## config.mk

```make
export PLATFORM = sky130hd
export DESIGN_NAME = mem_lsu_flat
export DESIGN_NICKNAME = d
export VERILOG_FILES = /design/src/rtl/mem_lsu_if.sv /design/src/rtl/mem_lsu.sv /design/src/flat_wrapper.sv
export SDC_FILE = /design/constraint.sdc
export NUM_CORES = 1
export LEC_CHECK = 0
export CORE_AREA = 2 2 158 160
export DETAILED_ROUTE_END_ITERATION = 8
export DIE_AREA = 0 0 160 162
export PLACE_DENSITY = 0.81
export SYNTH_ARGS = -nofsm -noshare
export SYNTH_HDL_FRONTEND = slang
export SYNTH_SLANG_ARGS = --single-unit
```

## constraint.sdc

```tcl
create_clock -name clk -period 3.5 [get_ports clk]
set_input_delay 0.7 -clock clk [delete_from_list [all_inputs] [get_ports clk]]
set_output_delay 0.7 -clock clk [all_outputs]
set_load 0.005 [all_outputs]
```

## src/rtl/mem_lsu_if.sv

```systemverilog
// Data-bus bundle between the load/store unit and the data memory.
// Request side is valid/ready; the response is a single-cycle valid with read data.
// master = LSU side, slave = memory side.
interface mem_lsu_if;
  logic        bus_req_valid;
  logic        bus_req_ready;
  logic        bus_we;
  logic [63:0] bus_addr;
  logic [63:0] bus_wdata;
  logic [7:0]  bus_wstrb;
  logic        bus_rsp_valid;
  logic [63:0] bus_rdata;

  modport master (
    output bus_req_valid, bus_we, bus_addr, bus_wdata, bus_wstrb,
    input  bus_req_ready, bus_rsp_valid, bus_rdata
  );

  modport slave (
    input  bus_req_valid, bus_we, bus_addr, bus_wdata, bus_wstrb,
    output bus_req_ready, bus_rsp_valid, bus_rdata
  );
endinterface

```

## src/rtl/mem_lsu.sv

```systemverilog
// Purpose: MEM-stage load/store unit running one access over a valid/ready data bus.
// Latency: aligned op stalls >=3 cycles (IDLE,REQ,WAIT), result in DONE; misaligned stalls 1 cycle.
// Backpressure: bus_req_valid held with stable fields until bus_req_ready; WAIT aborts after TIMEOUT.
module mem_lsu #(
  parameter int TIMEOUT = 255
) (
  input  logic        clk,
  input  logic        rst,
  input  logic        i_req_valid,
  input  logic        i_req_wen,
  input  logic [1:0]  i_req_size,
  input  logic        i_req_unsigned,
  input  logic [63:0] i_req_addr,
  input  logic [63:0] i_req_wdata,
  output logic        o_mem_stall,
  output logic [63:0] o_rdata,
  output logic        o_err,
  mem_lsu_if.master   bus
);

  typedef enum logic [1:0] {S_IDLE, S_REQ, S_WAIT, S_DONE} state_t;

  state_t      r_state;
  state_t      w_next;

  logic        r_we;
  logic [1:0]  r_size;
  logic        r_unsigned;
  logic [2:0]  r_off;
  logic [63:0] r_addr;
  logic [63:0] r_wdata;
  logic [7:0]  r_wstrb;
  logic [7:0]  r_cnt;
  logic [63:0] r_rdata;
  logic        r_err;

  logic        w_misaligned;
  logic [7:0]  w_strb_base;
  logic [7:0]  w_strb;
  logic [63:0] w_wdata;
  logic [63:0] w_shift;
  logic [63:0] w_ext;
  logic        w_latch;
  logic        w_rsp_take;
  logic        w_timeout;
  logic        w_misalign_take;

  // Alignment check on the incoming request: natural alignment per access size.
  always_comb begin
    w_misaligned = 1'b0;
    case (i_req_size)
      2'd0:    w_misaligned = 1'b0;
      2'd1:    w_misaligned = i_req_addr[0];
      2'd2:    w_misaligned = |i_req_addr[1:0];
      default: w_misaligned = |i_req_addr[2:0];
    endcase
  end

  // Byte-lane strobe and replicated store data, so any lane position picks up the right bytes.
  always_comb begin
    w_strb_base = 8'h00;
    w_wdata     = '0;
    case (i_req_size)
      2'd0: begin
        w_strb_base = 8'h01;
        w_wdata     = {8{i_req_wdata[7:0]}};
      end
      2'd1: begin
        w_strb_base = 8'h03;
        w_wdata     = {4{i_req_wdata[15:0]}};
      end
      2'd2: begin
        w_strb_base = 8'h0F;
        w_wdata     = {2{i_req_wdata[31:0]}};
      end
      default: begin
        w_strb_base = 8'hFF;
        w_wdata     = i_req_wdata;
      end
    endcase
    w_strb = w_strb_base << i_req_addr[2:0];
  end

  // Load extraction: move the addressed lane to bit 0, then truncate and extend by size.
  always_comb begin
    w_shift = bus.bus_rdata >> {r_off, 3'b000};
    w_ext   = '0;
    case (r_size)
      2'd0:    w_ext = r_unsigned ? {56'd0, w_shift[7:0]}  : {{56{w_shift[7]}},  w_shift[7:0]};
      2'd1:    w_ext = r_unsigned ? {48'd0, w_shift[15:0]} : {{48{w_shift[15]}}, w_shift[15:0]};
      2'd2:    w_ext = r_unsigned ? {32'd0, w_shift[31:0]} : {{32{w_shift[31]}}, w_shift[31:0]};
      default: w_ext = w_shift;
    endcase
  end

  // FSM state register.
  always_ff @(posedge clk) begin
    if (rst) begin
      r_state <= S_IDLE;
    end else begin
      r_state <= w_next;
    end
  end

  // FSM next-state and per-transition strobes; response outside WAIT is never looked at.
  always_comb begin
    w_next          = r_state;
    w_latch         = 1'b0;
    w_rsp_take      = 1'b0;
    w_timeout       = 1'b0;
    w_misalign_take = 1'b0;
    case (r_state)
      S_IDLE: begin
        if (i_req_valid) begin
          if (w_misaligned) begin
            w_next          = S_DONE;
            w_misalign_take = 1'b1;
          end else begin
            w_next  = S_REQ;
            w_latch = 1'b1;
          end
        end
      end
      S_REQ: begin
        if (bus.bus_req_ready) begin
          w_next = S_WAIT;
        end
      end
      S_WAIT: begin
        if (bus.bus_rsp_valid) begin
          w_next     = S_DONE;
          w_rsp_take = 1'b1;
        end else if (r_cnt == 8'(TIMEOUT - 1)) begin
          w_next    = S_DONE;
          w_timeout = 1'b1;
        end
      end
      S_DONE: begin
        w_next = S_IDLE;
      end
      default: begin
        w_next = S_IDLE;
      end
    endcase
  end

  // Request latch, WAIT cycle counter, and result/error registers presented in DONE.
  always_ff @(posedge clk) begin
    if (rst) begin
      r_we       <= 1'b0;
      r_size     <= 2'd0;
      r_unsigned <= 1'b0;
      r_off      <= 3'd0;
      r_addr     <= '0;
      r_wdata    <= '0;
      r_wstrb    <= 8'h00;
      r_cnt      <= 8'd0;
      r_rdata    <= '0;
      r_err      <= 1'b0;
    end else begin
      if (w_latch) begin
        r_we       <= i_req_wen;
        r_size     <= i_req_size;
        r_unsigned <= i_req_unsigned;
        r_off      <= i_req_addr[2:0];
        r_addr     <= {i_req_addr[63:3], 3'b000};
        r_wdata    <= w_wdata;
        r_wstrb    <= i_req_wen ? w_strb : 8'h00;
      end
      // Counter only runs while we sit in WAIT; any exit clears it for the next access.
      if (r_state == S_WAIT && w_next == S_WAIT) begin
        r_cnt <= r_cnt + 8'd1;
      end else begin
        r_cnt <= 8'd0;
      end
      // Error is set only on the transition into DONE, so it lasts exactly the DONE cycle.
      r_err <= w_misalign_take | w_timeout;
      if (w_rsp_take) begin
        r_rdata <= r_we ? '0 : w_ext;
      end else if (w_misalign_take || w_timeout) begin
        r_rdata <= '0;
      end
    end
  end

  // Pipeline stall and result outputs; rdata is gated so stale results never leak outside DONE.
  always_comb begin
    o_mem_stall = i_req_valid & (r_state != S_DONE);
    o_rdata     = (r_state == S_DONE) ? r_rdata : '0;
    o_err       = r_err;
  end

  // Bus request drive from the latched fields so they stay stable while waiting for ready.
  always_comb begin
    bus.bus_req_valid = (r_state == S_REQ);
    bus.bus_we        = r_we;
    bus.bus_addr      = r_addr;
    bus.bus_wdata     = r_wdata;
    bus.bus_wstrb     = r_wstrb;
  end

endmodule

```

## src/flat_wrapper.sv

```systemverilog
// flat-port wrapper written by rule: the top's interface ports become plain ports
module mem_lsu_flat 
#(
  parameter int TIMEOUT = 255
)
  (clk, rst, i_req_valid, i_req_wen, i_req_size, i_req_unsigned, i_req_addr, i_req_wdata, o_mem_stall, o_rdata, o_err, bus_bus_req_valid, bus_bus_we, bus_bus_addr, bus_bus_wdata, bus_bus_wstrb, bus_bus_req_ready, bus_bus_rsp_valid, bus_bus_rdata);
  mem_lsu_if bus_i ();
  input  logic clk;
  input  logic rst;
  input  logic i_req_valid;
  input  logic i_req_wen;
  input  logic [1:0] i_req_size;
  input  logic i_req_unsigned;
  input  logic [63:0] i_req_addr;
  input  logic [63:0] i_req_wdata;
  output logic o_mem_stall;
  output logic [63:0] o_rdata;
  output logic o_err;
  output wire logic [$bits(bus_i.bus_req_valid)-1:0] bus_bus_req_valid;
  output wire logic [$bits(bus_i.bus_we)-1:0] bus_bus_we;
  output wire logic [$bits(bus_i.bus_addr)-1:0] bus_bus_addr;
  output wire logic [$bits(bus_i.bus_wdata)-1:0] bus_bus_wdata;
  output wire logic [$bits(bus_i.bus_wstrb)-1:0] bus_bus_wstrb;
  input wire logic [$bits(bus_i.bus_req_ready)-1:0] bus_bus_req_ready;
  input wire logic [$bits(bus_i.bus_rsp_valid)-1:0] bus_bus_rsp_valid;
  input wire logic [$bits(bus_i.bus_rdata)-1:0] bus_bus_rdata;
  assign bus_bus_req_valid = bus_i.bus_req_valid;
  assign bus_bus_we = bus_i.bus_we;
  assign bus_bus_addr = bus_i.bus_addr;
  assign bus_bus_wdata = bus_i.bus_wdata;
  assign bus_bus_wstrb = bus_i.bus_wstrb;
  assign bus_i.bus_req_ready = bus_bus_req_ready;
  assign bus_i.bus_rsp_valid = bus_bus_rsp_valid;
  assign bus_i.bus_rdata = bus_bus_rdata;
  mem_lsu #(.TIMEOUT(TIMEOUT)) u_core (.clk(clk), .rst(rst), .i_req_valid(i_req_valid), .i_req_wen(i_req_wen), .i_req_size(i_req_size), .i_req_unsigned(i_req_unsigned), .i_req_addr(i_req_addr), .i_req_wdata(i_req_wdata), .o_mem_stall(o_mem_stall), .o_rdata(o_rdata), .o_err(o_err), .bus(bus_i));
endmodule
```

# After elaboration in Yosys (flattened, before gate mapping)
# Index checks and enable logic that the tools add are counted.
# word_totals
in_bits	201
output_inout_bits	204
elab_cells	65
ff_bits	215
# op_classes
n_eq_ne	10
shift	2
bitwise_logic	3
add_sub_neg	1
mux	29
n_reduce_logical	9
# ops
op	n
$mux W64	7
$pmux W64 S3	2
$shr A64 B6 Y64	1
$pmux W8 S3	1
$mux W1	11
$eq A2 B2 Y1 const B	5
$mux W2	5
$add A8 B1 Y8 const B	1
$eq A8 B8 Y1 const B	1
$mux W8	1
$pmux W2 S4	1
$shl A8 B3 Y8	1
$eq A2 B1 Y1 const B	3
$logic_not A2 Y1	3
$reduce_or A2 Y1	2
$pmux W1 S3	1
$reduce_or A3 Y1	1
$ne A2 B2 Y1 const B	1
$reduce_bool A2 Y1	1
$and A1 B1 Y1	1
$logic_and A1 B1 Y1	1
$logic_or A1 B1 Y1	1
$not A1 Y1	1
$or A1 B1 Y1	1

# Longest topological paths before layout
# logic_depth
word_depth	9
ltp_mapped	9
mapped_depth_nobuf	7

# Worst setup path after synthesis
# Ideal clock, no wire load.
# synth_path
kind	input-to-reg
startpoint	input port bus_bus_rdata[63]
endpoint	register u_core.r_rdata[58]
arrival_ns	2.235
n_path_buf	1
setup_time_ns	0.129
slack_ns	1.136
t_required_ns	3.371
cell_stages	6
path_cell_list	mux4_2 mux2_4 nor3b_4 a311oi_4 buf_6 o31ai_1
# synth_via
elab_chain_len	5
word_cells_on_any_way	7
classes_between	1 x shift; 6 x mux
# synth_rtl
item	line_no	source
start: declaration	flat_wrapper.sv:26	input wire logic [$bits(bus_i.bus_rdata)-1:0] bus_bus_rdata;
$shr A64 B6 Y64 (*)	mem_lsu.sv:86	w_shift = bus.bus_rdata >> {r_off, 3'b000};
$mux W64 (on tied branches)	mem_lsu.sv:91, mem_lsu.sv:89, mem_lsu.sv:90	
$pmux W64 S3 (*)	mem_lsu.sv:88	case (r_size)
$mux W64 (*)	mem_lsu.sv:179	r_rdata <= r_we ? '0 : w_ext;
$mux W64 (*)	mem_lsu.sv:178	if (w_rsp_take) begin
end signal: assignment	mem_lsu.sv:179	
end: declaration	mem_lsu.sv:34	logic [63:0] r_rdata;
# Mark *: on every way between the ends. The rest lies on a longest branch, timed or not.
# A chain may end at the register's enable or synchronous reset.

# Worst setup path in the final report
# layout_path
startpoint	register u_core.r_state[0]
endpoint	output port bus_bus_req_valid
# layout_via
elab_chain_len	1
# layout_rtl
item	line_no	source
start: declaration	mem_lsu.sv:23	state_t r_state;
start signal: assignment	mem_lsu.sv:101	r_state <= w_next;
$eq A2 B1 Y1	mem_lsu.sv:195	bus.bus_req_valid = (r_state == S_REQ);
end: declaration	flat_wrapper.sv:19	output wire logic [$bits(bus_i.bus_req_valid)-1:0] bus_bus_req_valid;
# No other way between the ends.

==> reports/metrics.cfg <==
[outcome]
status = completed

[die]
die_area_um2 = 25900
start_util_pct = 44.6
row_count = 57
die_width_um = 160
core_area_um2 = 24100
io_pins = 405
die_h_um = 162

[logic_synthesis]
async_reset_ff_share_pct = 0
syn_area_um2 = 10700
seq_area_frac_synth_pct = 40.1
synth_area_per_cell_um2 = 8.05
syn_inst = 1335
synth_top_family_by_area = simple AND/OR/NAND/NOR gates
synth_fa_ha_area_share_pct = 0.233
yosys_most_used_dff = dfxtp_1
ys_seq_elements = 215
synth_xor_area_share_pct = 0.489
synthSimpleGateAreaFrac_pct = 21.5
yosys_warnings = 0
synth_edf_count = 0
ys_types = 53
synthMuxAreaShare_pct = 13.0
synth_compound_area_share_pct = 19.6

[clocking]
cts_setup_buffers = 0
cts_resized = 0
cts.clk_slew.worst_paths_ns = 0.06
clock-sinks = 215
clk-insertion-delay-late_ns = 0.53
cts_buffer_depth = 3
cts_tree = built
cts_made_buffers = 24
htreeDepth = 1
cts_root_buf = clkbuf_16
postCtsHoldBufs = 0

[sta]
setup_viol = 0
report.final.slew_viol_count = 0
setup_tns_ns = 0
final_hold_viol_count = 0
fin_crit_ns = 2.98
slew_headroom_pct = 44.0
fin_skew_ns = 0.0233
finalHoldWorstSlack_ns = 0.448
worst_slack_ns = 0.517
worstMarginPinSlew_ns = 0.838
max_freq_mhz = 335
rsz0062_at_grt = no
final.period_utilization_pct = 85.2

[cells_and_area]
utilization_pct = 65.6
fillCellCount = 2013
drive_gt1_share_pct = 8.76
final_cell_mix = clkdlybuf4s50_1, nand2_1, dfxtp_1
seqCellArea_um2 = 4310
nNetsFinal = 1874
synthToLayoutAreaGrowth_pct = 47.1
multi_input_area_um2 = 5940
layout_commonest_cell = clkdlybuf4s50_1

[global_route]
grt_pass1_vias = 11300
grt_pass1_wl_um = 60500
grt_antenna_before_repair = 6
gr-total-overflow = 0
grt_start_max_net_pins = 107
grt.total_usage_pct = 28.8

[setup_path]
critPathLaunch = u_core.r_state[0]$_SDFF_PP0_
rr_startpoint = u_core.r_state[1]$_SDFF_PP0_
critPathLaunchType = flop
crit_chain = buf_4 > nor2b_1 > clkdlybuf4s50_1
max_stage_delay_ns = 0.58
end_kind = output pin
cp.required_ns = 2.80
critPathMaxFanout = 31
cp.arrival_ns = 2.28
crit_type = flop to output pin
cp_slowest_cell = clkdlybuf4s50_1

[hold_path]
min_from = u_core.r_rdata[49]$_SDFFE_PP0P_
hold_class = flop to flop

[placement]
dp_hpwl_um = 28200
dp_slack_ns = 0.463
gp_congestion = 0.940
io_buffers = 401

[drt]
firstDrtPassIters = 5
via_count = 11300
postRouteAntennaNets = 0
post_drt_wl_per_cell_um = 19.4
drc = 0
drt-initial-drc-count = 930
vias_per_cell = 5.60
drt_wl_total_um = 39000

[pwr]
power.density_nw_per_um2 = 423
p_comb_share_pct = 20.4
p_leak_nw = 6.09
p_switching_w = 0.00182
p_int_w = 0.00486
p_clk_share_pct = 39.6
vdd_drop_max_v = 0.000306
p_sw_share_pct = 27.3
p_seq_share_pct = 40.0

[run]
cap_violations = 0

-- worst max-delay path, delay by kind of cell, from the launching register on --
kind / cells / cell delay (ns)
DFF: 1 / 0.49
and+or+nand+nor: 1 / 0.35
buffers and inverters: 2 / 0.91
-- worst paths after layout --
path | endpoint | slack [ns] | depth (start not counted)
max reg2reg | u_core.r_rdata[28]$_SDFFE_PP0P_ | 1.01 | 7
max | bus_bus_req_valid | 0.52 | 3
min | u_core.r_rdata[49]$_SDFFE_PP0P_ | 0.45 | 2
min reg2reg | u_core.r_rdata[49]$_SDFFE_PP0P_ | 0.45 | 2
-- power groups by stage --
stage	logic [W]	registers [W]	clock network, W
finish	0.00136	0.00267	0.00265
global route	0.00147	0.00268	0.00278
CTS	0.00136	0.00267	0.00269
detailed placement	0.00135	0.00272	0
global placement	0.00133	0.00272	0
floorplan	0.000669	0.00271	0
-- metal layers --
metal	GRT usage [%]	vias up	share of wire (%)
met5	0	-	0.026
met4	16.3	2	5.7
met3	7.76	140	9.7
met2	48.3	557	46
met1	33.5	5255	38
li1	-	5343	-
-- synthesized netlist by cell type, types with 18 or more instances --
cell | n | area, um^2
nand2_1 | 286 | 1070
dfxtp_1 | 215 | 4300
a21oi_1 | 152 | 761
nor2_1 | 103 | 387
clkbuf_1 | 100 | 375
mux2i_1 | 73 | 731
and3_1 | 66 | 413
o21ai_0 | 46 | 230
mux2_2 | 36 | 405
a211oi_1 | 23 | 173
nor3_1 | 19 | 95.1
a211o_1 | 18 | 158
-- metrics by stage --
step | power (W) | area (um^2) | instances
after floorplan | 0.00338 | 10800 | 1337
after global placement | 0.00404 | 15000 | 1969
after detailed placement | 0.00407 | 15000 | 1969
after CTS | 0.00672 | 15800 | 2013
after global routing | 0.00693 | 15800 | 2018
final | 0.00668 | 15800 | 2018
-- registers in the layout (all words and copies together) (netlist names) --
name                  cells
u_core.bus.bus_we         1
u_core.r_off              3
u_core.r_state            2
u_core.bus.bus_wstrb      8
u_core.bus.bus_addr      61
u_core.r_cnt              8
u_core.r_rdata           64
u_core.o_err              1
u_core.r_unsigned         1
u_core.r_size             2
u_core.bus.bus_wdata     64
-- cells by family after synthesis --
| kind of cell | after synthesis |
|---|---|
| other | 1 |
| XOR/XNOR | 6 |
| AND/OR/NAND/NOR | 526 |
| flip-flops | 215 |
| buffers and inverters | 129 |
| multiplexers | 121 |
| AO/OA/AOI/OAI | 335 |
| adder cells (fa/ha/maj) | 2 |
-- final cells by class --
cell class | count | share of cell area (%)
flip-flops and latches | 215 | 27.2
clock buffers | 36 | 4.65
inverters | 5 | 0.119
well taps | 324 | 2.56
multi-input cells | 993 | 37.6
clock inverters | 8 | 0.681
diodes | 5 | 0.0792
repair buffers | 432 | 27.1
Power figures use the tool's default switching activity.
